File: src/rtl/alu_share_sequencer.sv
// Two-requester round-robin front end for one shared W-bit ALU (add/sub/mul/div/shl/shr, 2W-bit result).
// Optional per-requester response counters are enabled by defining ALU_SHARE_STATS_EN.
//
// state  | meaning
// IDLE   | waiting for a request handshake; only state where req_ready can be non-zero
// EXEC   | single-cycle ALU evaluation, or divider setup for a non-zero divisor
// DIV    | restoring divide, one quotient bit per cycle, MSB first
// RESP   | response presented and held until resp_ready
module alu_share_sequencer #(
  parameter int WIDTH = 4
) (
  input  logic               clk,
  input  logic               rst,
  input  logic [1:0]         req_valid,
  output logic [1:0]         req_ready,
  input  logic [2:0]         req_op0,
  input  logic [WIDTH-1:0]   req_a0,
  input  logic [WIDTH-1:0]   req_b0,
  input  logic [2:0]         req_op1,
  input  logic [WIDTH-1:0]   req_a1,
  input  logic [WIDTH-1:0]   req_b1,
  output logic               resp_valid,
  input  logic               resp_ready,
  output logic               resp_id,
  output logic [2*WIDTH-1:0] resp_result,
  output logic               resp_err,
  output logic               busy
`ifdef ALU_SHARE_STATS_EN
  ,
  output logic [15:0]        done_cnt0,
  output logic [15:0]        done_cnt1
`endif
);

  localparam int R  = 2 * WIDTH;
  localparam int CW = $clog2(WIDTH);
  localparam logic [CW-1:0] DIV_LAST_CNT = CW'(WIDTH - 1);

  localparam logic [2:0] OP_ADD = 3'd0;
  localparam logic [2:0] OP_SUB = 3'd1;
  localparam logic [2:0] OP_MUL = 3'd2;
  localparam logic [2:0] OP_DIV = 3'd3;
  localparam logic [2:0] OP_SHL = 3'd4;
  localparam logic [2:0] OP_SHR = 3'd5;

  typedef enum logic [1:0] {
    S_IDLE,
    S_EXEC,
    S_DIV,
    S_RESP
  } state_t;

  state_t state, state_nxt;

  logic [2:0]       op_q;
  logic [WIDTH-1:0] a_q;
  logic [WIDTH-1:0] b_q;
  logic             id_q;
  logic             last_grant;
  logic [WIDTH-1:0] rem_q;
  logic [WIDTH-1:0] quo_q;
  logic [CW-1:0]    div_cnt_q;

  logic             handshake;
  logic             grant_id;
  logic             div_go;
  logic             div_last;

  logic [R-1:0]     ext_a;
  logic [R-1:0]     ext_b;
  logic [R-1:0]     alu_result;
  logic             alu_err;

  logic [WIDTH:0]   div_shift;
  logic [WIDTH:0]   div_trial;
  logic [WIDTH-1:0] rem_nxt;
  logic [WIDTH-1:0] quo_nxt;

  assign grant_id = req_ready[1];
  assign div_go   = (op_q == OP_DIV) && (b_q != '0);
  assign div_last = (div_cnt_q == '0);

  always_ff @(posedge clk) begin
    if (rst) begin
      state <= S_IDLE;
    end else begin
      state <= state_nxt;
    end
  end

  always_comb begin
    state_nxt  = state;
    req_ready  = 2'b00;
    handshake  = 1'b0;
    resp_valid = 1'b0;
    busy       = (state != S_IDLE);
    case (state)
      S_IDLE: begin
        case (req_valid)
          2'b01:   req_ready = 2'b01;
          2'b10:   req_ready = 2'b10;
          2'b11:   req_ready = last_grant ? 2'b01 : 2'b10;
          default: req_ready = 2'b00;
        endcase
        handshake = |(req_valid & req_ready);
        if (handshake) begin
          state_nxt = S_EXEC;
        end
      end
      S_EXEC: begin
        state_nxt = div_go ? S_DIV : S_RESP;
      end
      S_DIV: begin
        if (div_last) begin
          state_nxt = S_RESP;
        end
      end
      S_RESP: begin
        resp_valid = 1'b1;
        if (resp_ready) begin
          state_nxt = S_IDLE;
        end
      end
      default: state_nxt = S_IDLE;
    endcase
  end

  assign ext_a = {{WIDTH{1'b0}}, a_q};
  assign ext_b = {{WIDTH{1'b0}}, b_q};

  always_comb begin
    alu_result = '0;
    alu_err    = 1'b0;
    case (op_q)
      OP_ADD: alu_result = ext_a + ext_b;
      OP_SUB: alu_result = ext_a - ext_b;
      OP_MUL: alu_result = ext_a * ext_b;
      OP_DIV: begin
        // Only the divide-by-zero result is taken from here; real divides go through DIV.
        if (b_q == '0) begin
          alu_result = '1;
          alu_err    = 1'b1;
        end
      end
      OP_SHL: alu_result = ext_a << b_q;
      OP_SHR: alu_result = ext_a >> b_q;
      default: alu_err = 1'b1;
    endcase
  end

  // Partial remainder stays below b, so the shifted value needs one extra bit
  // and the trial subtraction's MSB is the borrow.
  assign div_shift = {rem_q, quo_q[WIDTH-1]};
  assign div_trial = div_shift - {1'b0, b_q};
  assign rem_nxt   = div_trial[WIDTH] ? div_shift[WIDTH-1:0] : div_trial[WIDTH-1:0];
  assign quo_nxt   = {quo_q[WIDTH-2:0], ~div_trial[WIDTH]};

  always_ff @(posedge clk) begin
    if (rst) begin
      op_q        <= '0;
      a_q         <= '0;
      b_q         <= '0;
      id_q        <= 1'b0;
      last_grant  <= 1'b1;
      rem_q       <= '0;
      quo_q       <= '0;
      div_cnt_q   <= '0;
      resp_id     <= 1'b0;
      resp_result <= '0;
      resp_err    <= 1'b0;
    end else begin
      if (handshake) begin
        op_q       <= grant_id ? req_op1 : req_op0;
        a_q        <= grant_id ? req_a1 : req_a0;
        b_q        <= grant_id ? req_b1 : req_b0;
        id_q       <= grant_id;
        last_grant <= grant_id;
      end
      if (state == S_EXEC) begin
        if (div_go) begin
          rem_q     <= '0;
          quo_q     <= a_q;
          div_cnt_q <= DIV_LAST_CNT;
        end else begin
          resp_result <= alu_result;
          resp_err    <= alu_err;
          resp_id     <= id_q;
        end
      end
      if (state == S_DIV) begin
        rem_q     <= rem_nxt;
        quo_q     <= quo_nxt;
        div_cnt_q <= div_cnt_q - CW'(1);
        if (div_last) begin
          resp_result <= {rem_nxt, quo_nxt};
          resp_err    <= 1'b0;
          resp_id     <= id_q;
        end
      end
    end
  end

`ifdef ALU_SHARE_STATS_EN
  always_ff @(posedge clk) begin
    if (rst) begin
      done_cnt0 <= '0;
      done_cnt1 <= '0;
    end else if (resp_valid && resp_ready) begin
      if (resp_id) begin
        done_cnt1 <= done_cnt1 + 16'd1;
      end else begin
        done_cnt0 <= done_cnt0 + 16'd1;
      end
    end
  end
`endif

endmodule

File: config.mk
export PLATFORM = sky130hd
export DESIGN_NAME = alu_share_sequencer
export DESIGN_NICKNAME = d
export VERILOG_FILES = /design/src/rtl/alu_share_sequencer.sv
export SDC_FILE = /design/constraint.sdc
export NUM_CORES = 1
export LEC_CHECK = 0
export CORE_MARGIN = 2
export CORE_UTILIZATION = 35
export CTS_BUF_LIST = sky130_fd_sc_hd__clkbuf_16
export CTS_CLUSTER_SIZE = 16
export DETAILED_ROUTE_END_ITERATION = 10
export PLACE_DENSITY = 0.63
export RECOVER_POWER = 100
export SLEW_MARGIN = 20
export SYNTH_ARGS = -nofsm -noshare
export SYNTH_HDL_FRONTEND = slang
export SYNTH_SLANG_ARGS = --single-unit
File: constraint.sdc
create_clock -name clk -period 5.65 [get_ports clk]
set_input_delay 0.565 -clock clk [delete_from_list [all_inputs] [get_ports clk]]
set_output_delay 0.565 -clock clk [all_outputs]
set_load 0.1 [all_outputs]
After elaboration in Yosys (flattened, before gate mapping):

Cells that the tools add are included.

* reductions and logical operators: 13
* multipliers: 1
* mux-type cells: 40
* $add $sub $neg: 4
* bitwise logic cells: 2
* equality and inequality tests: 14
* shift-type cells: 2

Operator list (number)
* $pmux 8 s6: 1
* $mux 8: 5
* $mux 4: 9
* $mux 2: 9
* $mux 1: 12
* $eq 2x2->1 const B: 4
* $mul 4x4->8: 1
* $pmux 2 s4: 1
* $shl 4x4->8: 1
* $shr 4x4->8: 1
* $eq 3x2->1 const B: 2
* $eq 3x3->1 const B: 2
* $ne 2x2->1 const B: 3
* $pmux 2 s3: 1
* $reduce_bool 2->1: 3
* $add 4x4->5: 1
* $reduce_or 5->1: 1
* $sub 4x4->5: 1
* $sub 5x4->5: 1
* $eq 2x1->1 const B: 2
* $logic_not 2->1: 2
* $logic_not 4->1: 1
* $reduce_bool 4->1: 1
* $eq 3x1->1 const B: 1
* 10 further kinds: 10

* flip-flop bits (word level): 35
* input port bits: 27
* logic and storage cells: 88
* output and inout port bits: 14

Longest topological paths before layout:

Gate-level depths: netlist of the first run.

* depth after elaboration: 7
* gate-level depth with buffers: 14
* gate-level depth less buffers: 13

Worst setup path after synthesis of the first run:

No wires, ideal clock.

* path type: register -> register
* from: register a_q[1]
* to: register resp_result[6]
* library setup time: 86 ps
* arrival: 3247 ps
* stages on the path, launching flop included: 14
* period minus slack after synthesis: 3333 ps
* data required time: 5564 ps
* slack: 2317 ps
* cells stage by stage: dfxtp_1 -> clkbuf_1 -> nand2_1 -> fa_1 -> inv_1 -> fa_1 -> inv_1 -> fa_1 -> nand2b_1 -> a21oi_1 -> xor2_1 -> nand2_1 -> a41o_1 -> a221oi_2

* word-level cells in the longest chain between the ends: 6

RTL lines
* start, declared: RTL line 56 `logic [WIDTH-1:0] a_q;`
* start signal, assigned: RTL line 174 `a_q <= grant_id ? req_a1 : req_a0;`
* $mul 4x4->8 (tied with other cells): RTL line 137 `OP_MUL: alu_result = ext_a * ext_b;`
* $pmux 8 s6 *: RTL line 134 `case (op_q)`
* $mux 8 *: RTL line 180 `if (div_go) begin`
* $mux 8 *: RTL line 179 `if (state == S_EXEC) begin`
* $mux 8: RTL line 194 `if (div_last) begin`
* $mux 8 *: RTL line 190 `if (state == S_DIV) begin`
* end signal, assigned: RTL line 185 `resp_result <= alu_result;`
* end signal, assigned: RTL line 195 `resp_result <= {rem_nxt, quo_nxt};`
* end, declared: RTL line 25 `output logic [2*WIDTH-1:0] resp_result,`

Mark *: on every way between the ends. The rest lies on a longest branch, timed or not.
A chain may end at the register's enable or synchronous reset.

Worst setup path after layout of the first run:

* from: input req_valid[1]
* to: output req_ready[1]

* word-level cells in the longest chain between the ends: 4

RTL lines
* start, declared: RTL line 14 `input logic [1:0] req_valid,`
* $eq 2x2->1 / $eq 2x1->1 (equally long branches): RTL line 99 `case (req_valid)`
* $pmux 2 s3 *: RTL line 99
* $mux 2 * (2 in series): RTL line 97 `case (state)`
* end, declared: RTL line 15 `output logic [1:0] req_ready,`

Mark *: on every way between the ends. The rest lies on a longest branch, timed or not. The select of a mux whose other input is x is not followed.

==> results.txt, run 1 <==
- Number of CTS-inserted buffers: 5
- Layout area overhead: 18.9%
- Gates resized, CTS repair: 0
* Least-Margin Pin Slew: 1.36 ns
- Flop and latch count out of synthesis: 35
* Result of the run: completed
- Clock tree from TritonCTS: done
- Top post-synthesis cells by count: sky130_fd_sc_hd__nor2_1, sky130_fd_sc_hd__a21oi_1, sky130_fd_sc_hd__dfxtp_1, sky130_fd_sc_hd__ha_1, sky130_fd_sc_hd__inv_1
- Clock Sink Count: 35
- Ys Warns: 0
- Ratio of cells with drive above 1 in the final layout: 3.92%
* HPWL after detailed placement: 6000 um
- On the worst path, the slowest cell contributes a delay of 1.33 ns.
- Crit-path cells: dlygate4sd3_1 -> nand2_1 -> a21oi_1 -> dlygate4sd3_1
- Final estimated routing congestion in global placement: 0.978
* First-pass iteration count of the detailed router: 4
- Sorting the synthesized cells by area gives the leading types as sky130_fd_sc_hd__dfxtp_1, sky130_fd_sc_hd__ha_1, sky130_fd_sc_hd__nor2_1.
* Total cell area at the placement stage: 0.00346 mm^2
- Global routing used 17.2% of the available tracks across all layers.
* Category of the worst setup path launch point: primary input
- Full die area: 0.00941 mm^2
* Remaining global-route overflow: 0
- Post-synth top area cell: sky130_fd_sc_hd__dfxtp_1
- Gate count after technology mapping: 381
- Summed over all failing endpoints, the final setup total negative slack is 0 ns.
- Cells fill 43.4% of the core in the end.
- On the critical path, the stage with the largest delay is an instance of sky130_fd_sc_hd__dlygate4sd3_1.
- Initial antenna violation count: 0
- In this run the biggest area consumer among cell types represents 23.1% of the synthesized area.
* Dominant synthesized flop cell: sky130_fd_sc_hd__dfxtp_1
* Fraction of the yosys area taken by sequential cells: 23.1%
- Yosys mapped a number of flops with a built-in enable equal to 0.
- Nets: 471
- Together, buffers and inverters on the worst path number 2.
- The number of nets handed over by synthesis was 445.
* Avg Vias per Cell: 5.48
* Critical setup path kind: primary input to output port
* Slew margin rel.: 8.24%
- Port buffering added 40 buffers.
- The first global-routing pass estimated 13400 um of wire.
- In this run the standard cell core region covers 0.00830 mm^2.
* Total number of vias: 2809
- Netlist cell types: 55
* Final ANT Viol Nets: 0
- After routing the design area is 0.00360 mm^2.
- Post-Place Cells: 505
- On the critical path the largest part of the delay comes from buffers and inverters.
* Tcrit/Tclk final: 69.7%
- The number of pins exceeding their max-slew limit in the final report was 0.
- Among the stages of the critical path, the cell type that occurs most often is sky130_fd_sc_hd__dlygate4sd3_1.
- The floorplan step set the die width to 97.0 um.
- Vias in the first global route: 2697
- In the routed design, unresolved DRC markers number 0.
* H-tree lvl count: 2
- In this run the count of I/O pins placed on the die edge is 41.
- The smallest clock period supported by the final layout is computed as 3.94 ns.
- Number of diodes: 0
- Row generation in the floorplan step produced 33 rows.
- STA classifies the critical path endpoint as an output port.
- Final-report setup violation count: 0
* Peak fanout along the critical path: 14
- Power density relative to cell area: 543 mW/mm^2
- Number of DRC markers after the initial detailed-route iteration: 154
- The initial utilization of the core area, before any placement, comes to 36.5%.
* Mean instance size in the synthesized netlist: 7.95 um^2
- Data on the critical path arrives at its endpoint at 3.37 ns.
* Hold buffer count at CTS: 0
* Leakage power: 1.48 nW
* Area of the mapped netlist: 0.00303 mm^2
- Across the run, the number of max-cap violations was 0.
- Largest net degree at the start of global routing: 36
- Height of the chip: 97.0 um
- Clk pin slew, worst setup/hold paths: 0.06 ns
- Among all cell types in the netlist, the one instantiated most often is sky130_fd_sc_hd__nor2_1.
* Final cell count without fillers: 513
- Layout Skew: 0.00727 ns
- Setup repair after global routing left no endpoint under its margin.
* Largest buffer count on any clock path: 2
* Worst IR Drop VDD: 0.253 mV
* Required time at the worst-slack endpoint: 5.09 ns
- The worst hold path belongs to the class register to register.
- Mean routed wirelength per cell: 15.4 um
- Number of buffers added for setup after CTS: 0
- The count of final hold-check violations came to 0.
- Asr flop ratio synth: 0%
- Wires add up to 7910 um.
- Cell at the root of the clock tree: sky130_fd_sc_hd__clkbuf_16
- Timing would allow up to 254 MHz.
* Skew-Pair Late Insertion Delay: 0.28 ns
-- metal layers --
layer	up-vias	GRT usage (%)	routed length (um)
met5	-	0	0
met3	10	4.05	494
met2	75	26.2	3530
met1	1313	24.3	3770
li1	1411	-	-
met4	0	4.55	114
-- tightest hold or removal path: cells and delay by family (launching register included) --
kind,cells,cell delay (ns)
flops,1,0.31
simple gates,1,0.05
compound gates,1,0.05
-- cell families after synthesis --
| logic type | after synthesis | synth area share (%) |
|---|---|---|
| simple gates | 129 | 19.8 |
| compound gates | 106 | 23.8 |
| buf+inv | 49 | 6.90 |
| fa+ha+maj | 37 | 17.0 |
| flops | 35 | 23.1 |
| mux | 16 | 6.45 |
| xor+xnor | 9 | 2.85 |
-- metrics by stage --
stage | power (W) | setup WS (ns) | hold slack [ns]
after floorplan | 0.00140 | 2.32 | 0.437
after global placement | 0.00166 | 1.91 | 0.457
after detailed placement | 0.00168 | 1.84 | 0.456
after CTS | 0.00199 | 1.83 | 0.466
after global routing | 0.00210 | 1.57 | 0.482
final | 0.00196 | 1.71 | 0.463
-- layout by cell type, fill, tap and decap left out, types with 6 or more instances in the layout --
cell type | netlist | layout
sky130_fd_sc_hd__nor2_1 | 64 | 64
sky130_fd_sc_hd__a21oi_1 | 42 | 42
sky130_fd_sc_hd__dfxtp_1 | 35 | 35
sky130_fd_sc_hd__ha_1 | 30 | 30
sky130_fd_sc_hd__inv_1 | 26 | 26
sky130_fd_sc_hd__nand2_1 | 25 | 25
sky130_fd_sc_hd__clkdlybuf4s50_1 | 0 | 25
sky130_fd_sc_hd__dlygate4sd3_1 | 0 | 15
sky130_fd_sc_hd__mux2i_1 | 12 | 12
sky130_fd_sc_hd__nand3_1 | 11 | 11
sky130_fd_sc_hd__o21ai_0 | 12 | 11
sky130_fd_sc_hd__a211oi_1 | 8 | 8
sky130_fd_sc_hd__fa_1 | 7 | 7
sky130_fd_sc_hd__a21o_1 | 6 | 6
-- final cells by class --
type / count / area (um^2)
Inverter: 26 / 97.6
Sequential cell: 35 / 701
Fill cell: 847 / 4700
Clock inverter: 3 / 43.8
Clock buffer: 5 / 125
Multi-Input combinational cell: 297 / 2090
Tap cell: 105 / 131
Timing Repair Buffer: 42 / 412
-- final timing paths --
kind	start	end	slack [ns]	cells after the start
min reg2reg	id_q$_SDFFE_PP0P_	resp_id$_SDFF_PP0_	0.46	2
max	req_valid[1]	req_ready[1]	1.71	4
min	id_q$_SDFFE_PP0P_	resp_id$_SDFF_PP0_	0.46	2
max reg2reg	b_q[1]$_SDFFE_PP0P_	resp_result[6]$_SDFF_PP0_	2.02	12
-- power breakdown --
part           internal, W  leakage (nW)  switching, W
Clock             0.000208        0.0838      0.000107
Combinational     0.000402          1.11      0.000784
Sequential        0.000322         0.286      0.000134
-- flip-flops by register name (all words and copies together), names as in the netlist --
name / flops
resp_result: 8
id_q: 1
state: 2
resp_id: 1
last_grant: 1
a_q: 4
div_cnt_q: 2
rem_q: 4
op_q: 3
b_q: 4
resp_err: 1
quo_q: 4
Note: power is estimated with default switching activity, not from simulation.
==> run 2: changes to the inputs <==
- clock period: 5.65 -> 3.95 ns (I/O delays scaled with it)
==> run 2 against run 1 <==
  * The flow now finishes with violations (max-capacitance violations, max-slew violations)
  * Clock skew decreased by 0.0028 ns
  * Wire length increased by 2.2%
  * Combinational power increased by 51%
  * Via count increased by 1.4%
  * Critical path type is now register to register
  * Highest routed layer unchanged
==> results.txt, run 2 (synthesis gave the netlist of run 1 again) <==
* Final-report setup violation count: 0
- Sequential cell area in the final layout: 701 um^2
- Library cell contributing the largest single delay on the critical path: sky130_fd_sc_hd__nor4_1
* Least-Margin Pin Slew: 1.54 ns
- Beginning of the worst register-to-register path: b_q[0]$_SDFFE_PP0P_
- Endpoint kind of the worst setup timing path: register
* H-tree lvl count: 2
* Port bufs: 40
- Layout area overhead: 19.0%
- Power density relative to cell area: 765 mW/mm^2
- Across the VDD grid, the largest voltage drop is 0.328 mV.
* HPWL after detailed placement: 6270 um
- Gates resized, CTS repair: 0
* Critical setup path kind: register to register
- For met3 alone, demand over resource in global routing was 3.11%.
- 0 antenna diodes ended up in the layout.
- Clk pin slew, worst setup/hold paths: 0.05 ns
- Required time at the worst-slack endpoint: 4.09 ns
- Category of the worst setup path launch point: register
* Slew margin rel.: -3.81%
- The final layout contains 478 nets.
- Global-route wire length before repair: 13600 um
- In this run the core area contains 33 standard-cell rows.
- The register with the most flip-flops in the layout has 8 of them.
* WP data arrival: 3.64 ns
- Result of the run: complete, but fails checks
- Mean routed wirelength per cell: 15.6 um
- Remaining global-route overflow: 0
- Static timing analysis puts the maximum clock frequency at 286 MHz.
- Skew-Pair Late Insertion Delay: 0.27 ns
- TritonCTS created 5 clock buffers.
- Leading cell types in the layout, fill and taps excluded: sky130_fd_sc_hd__nor2_1, sky130_fd_sc_hd__a21oi_1, sky130_fd_sc_hd__dfxtp_1, sky130_fd_sc_hd__ha_1
* Initial standard-cell utilization of the core: 36.5%
- The floorplan step defined a die boundary enclosing 0.00941 mm^2.
* Post-Place Cells: 512
* Horizontal die dimension: 97.0 um
- Ratio of cells with drive above 1 in the final layout: 4.83%
* Classification of the worst-slack hold path: register to register
- Number of endpoints with negative hold slack in the final report: 0
* Met1 Use GR: 24.3%
- In the final timing run, aggregate negative setup slack is 0 ns.
- Summing over every cut layer, the via total after detailed routing is 2847.
- The number of antenna violations at the first check in global routing is 0.
- From bottom edge to top edge, the die measures 97.0 um.
* Number of buffers added for setup after CTS: 0
* Global routing met2 resource utilization: 29.2%
- R2R cell count: 5
* Unrepaired setup endpoints after global routing: no
- Across the run, the number of max-cap violations was 1.
* Peak fanout along the critical path: 18
- Core utilization of the finished layout: 43.4%
- Top Family by Delay on Critical Path: simple AND/OR/NAND/NOR gates
* Avg Vias per Cell: 5.49
* Leakage power: 1.49 nW
- The tree built by TritonCTS fans out to 35 sinks.
- Violated checks: max-capacitance violations, max-slew violations
* Count of pins over their slew limit: 9
* Core region area: 0.00830 mm^2
- Total routing resource utilization after global routing: 17.6%
* Most common library cell in the layout ignoring fill and taps: sky130_fd_sc_hd__nor2_1
* Vias in the first global route: 2752
- The multi-input combinational cells in the finished layout cover a total of 0.00209 mm^2.
* Placement Setup Slack: 0.609 ns
- The endpoint identified for the worst register-to-register timing path is resp_result[3]$_SDFF_PP0_.
- Hold buffer count at CTS: 0
- Highest cell delay on the worst timing path: 1.35 ns
- Hold_sp: resp_id$_SDFF_PP0_
* Tcrit/Tclk final: 88.6%
- Worst reg2reg setup slack: 0.45 ns
* Wire length reported by the detailed router: 8080 um
- TritonCTS built the clock tree.
- For this run, the detailed router's first-pass iteration total came to 5.
* Final-layout fill cell count: 812
- Time the final worst path needs with I/O delays and setup: 3.50 ns
- resp_result holds more flip-flops than any other register.
* Worst path bufs/invs: 1
- In the post-route analysis, the smallest setup slack over all paths is 0.451 ns.
* Cell at the root of the clock tree: sky130_fd_sc_hd__clkbuf_16
* Final estimated routing congestion in global placement: 0.942
* Hold depth: 2
- Largest buffer count on any clock path: 2
* Final ANT Viol Nets: 0
* Global route hottest layer: met2
* Hold worst-path end: resp_id$_SDFF_PP0_
- Once layout is complete, the cells apart from fillers number 519.
- For this run, design rule violations remaining after detail routing come to 0.
- Walking the worst path, the cells encountered are nor4_1 -> o21ai_0 -> clkbuf_1 -> a221oi_1 -> a311oi_1.
* Layout Skew: 0.00442 ns
* Number of DRC markers after the initial detailed-route iteration: 267
- Entering global routing, the biggest net connects 28 pins.
* # IOs: 41
run 2: changes by cell type in the layout (fill, tap and decap cells not counted), sizes merged:
cell,delta
buf,+6
clkbuf,+3
dlygate4sd3,-3
bufinv,-1
clkdlybuf4s50,+1
run 2: worst min-delay path: cells and delay by family (launching register included):
kind,cells,cell delay (ns)
AOI/OAI and AO/OA,1,0.05
DFF,1,0.30
and+or+nand+nor,1,0.06
run 2: metrics by stage:
| stage | cell area (um^2) | total power, W | hold slack, ns |
|---|---|---|---|
| floorplan | 3030 | 0.00200 | 0.437 |
| global placement | 3510 | 0.00243 | 0.456 |
| detailed placement | 3510 | 0.00244 | 0.464 |
| global route | 3600 | 0.00298 | 0.502 |
| finish | 3600 | 0.00276 | 0.462 |
| CTS | 3640 | 0.00281 | 0.472 |
run 2: worst max path at each step:
stage / startpoint / endpoint / slack (ns) / depth (start not counted)
global route: b_q[0]$_SDFFE_PP0P_ / resp_result[3]$_SDFF_PP0_ / 0.23 / 5
finish: b_q[0]$_SDFFE_PP0P_ / resp_result[3]$_SDFF_PP0_ / 0.45 / 5
floorplan: a_q[1]$_SDFFE_PP0P_ / resp_result[6]$_SDFF_PP0_ / 0.62 / 13
CTS: b_q[3]$_SDFFE_PP0P_ / resp_result[6]$_SDFF_PP0_ / 0.58 / 12
global placement: b_q[3]$_SDFFE_PP0P_ / resp_result[6]$_SDFF_PP0_ / 0.65 / 12
detailed placement: b_q[3]$_SDFFE_PP0P_ / resp_result[6]$_SDFF_PP0_ / 0.61 / 12
run 2: routing by layer:
| layer | share of wire (%) | up-vias |
|---|---|---|
| li1 | - | 1413 |
| met1 | 48 | 1332 |
| met2 | 46 | 95 |
| met3 | 5.8 | 7 |
| met4 | 0.76 | 0 |
| met5 | 0 | - |
run 2: layout make-up:
type	count	area share, %
Inverter	26	2.71
Tap cell	105	3.65
Clock buffer	5	3.47
Timing Repair Buffer	49	12.4
Clock inverter	2	0.243
Multi-Input combinational cell	297	58.1
Sequential cell	35	19.4
run 2: power breakdown:
part	total (W)	internal, W	switching [W]
Combinational	0.00180	0.000599	0.00120
Sequential	0.000590	0.000460	0.000130
Clock	0.000364	0.000226	0.000138
==> run 3: changes to the inputs <==
- HOLD_SLACK_MARGIN: not set -> 0.15
==> results of run 3 <==
The final DEF is identical to that of run 2; final timing and power are the same.
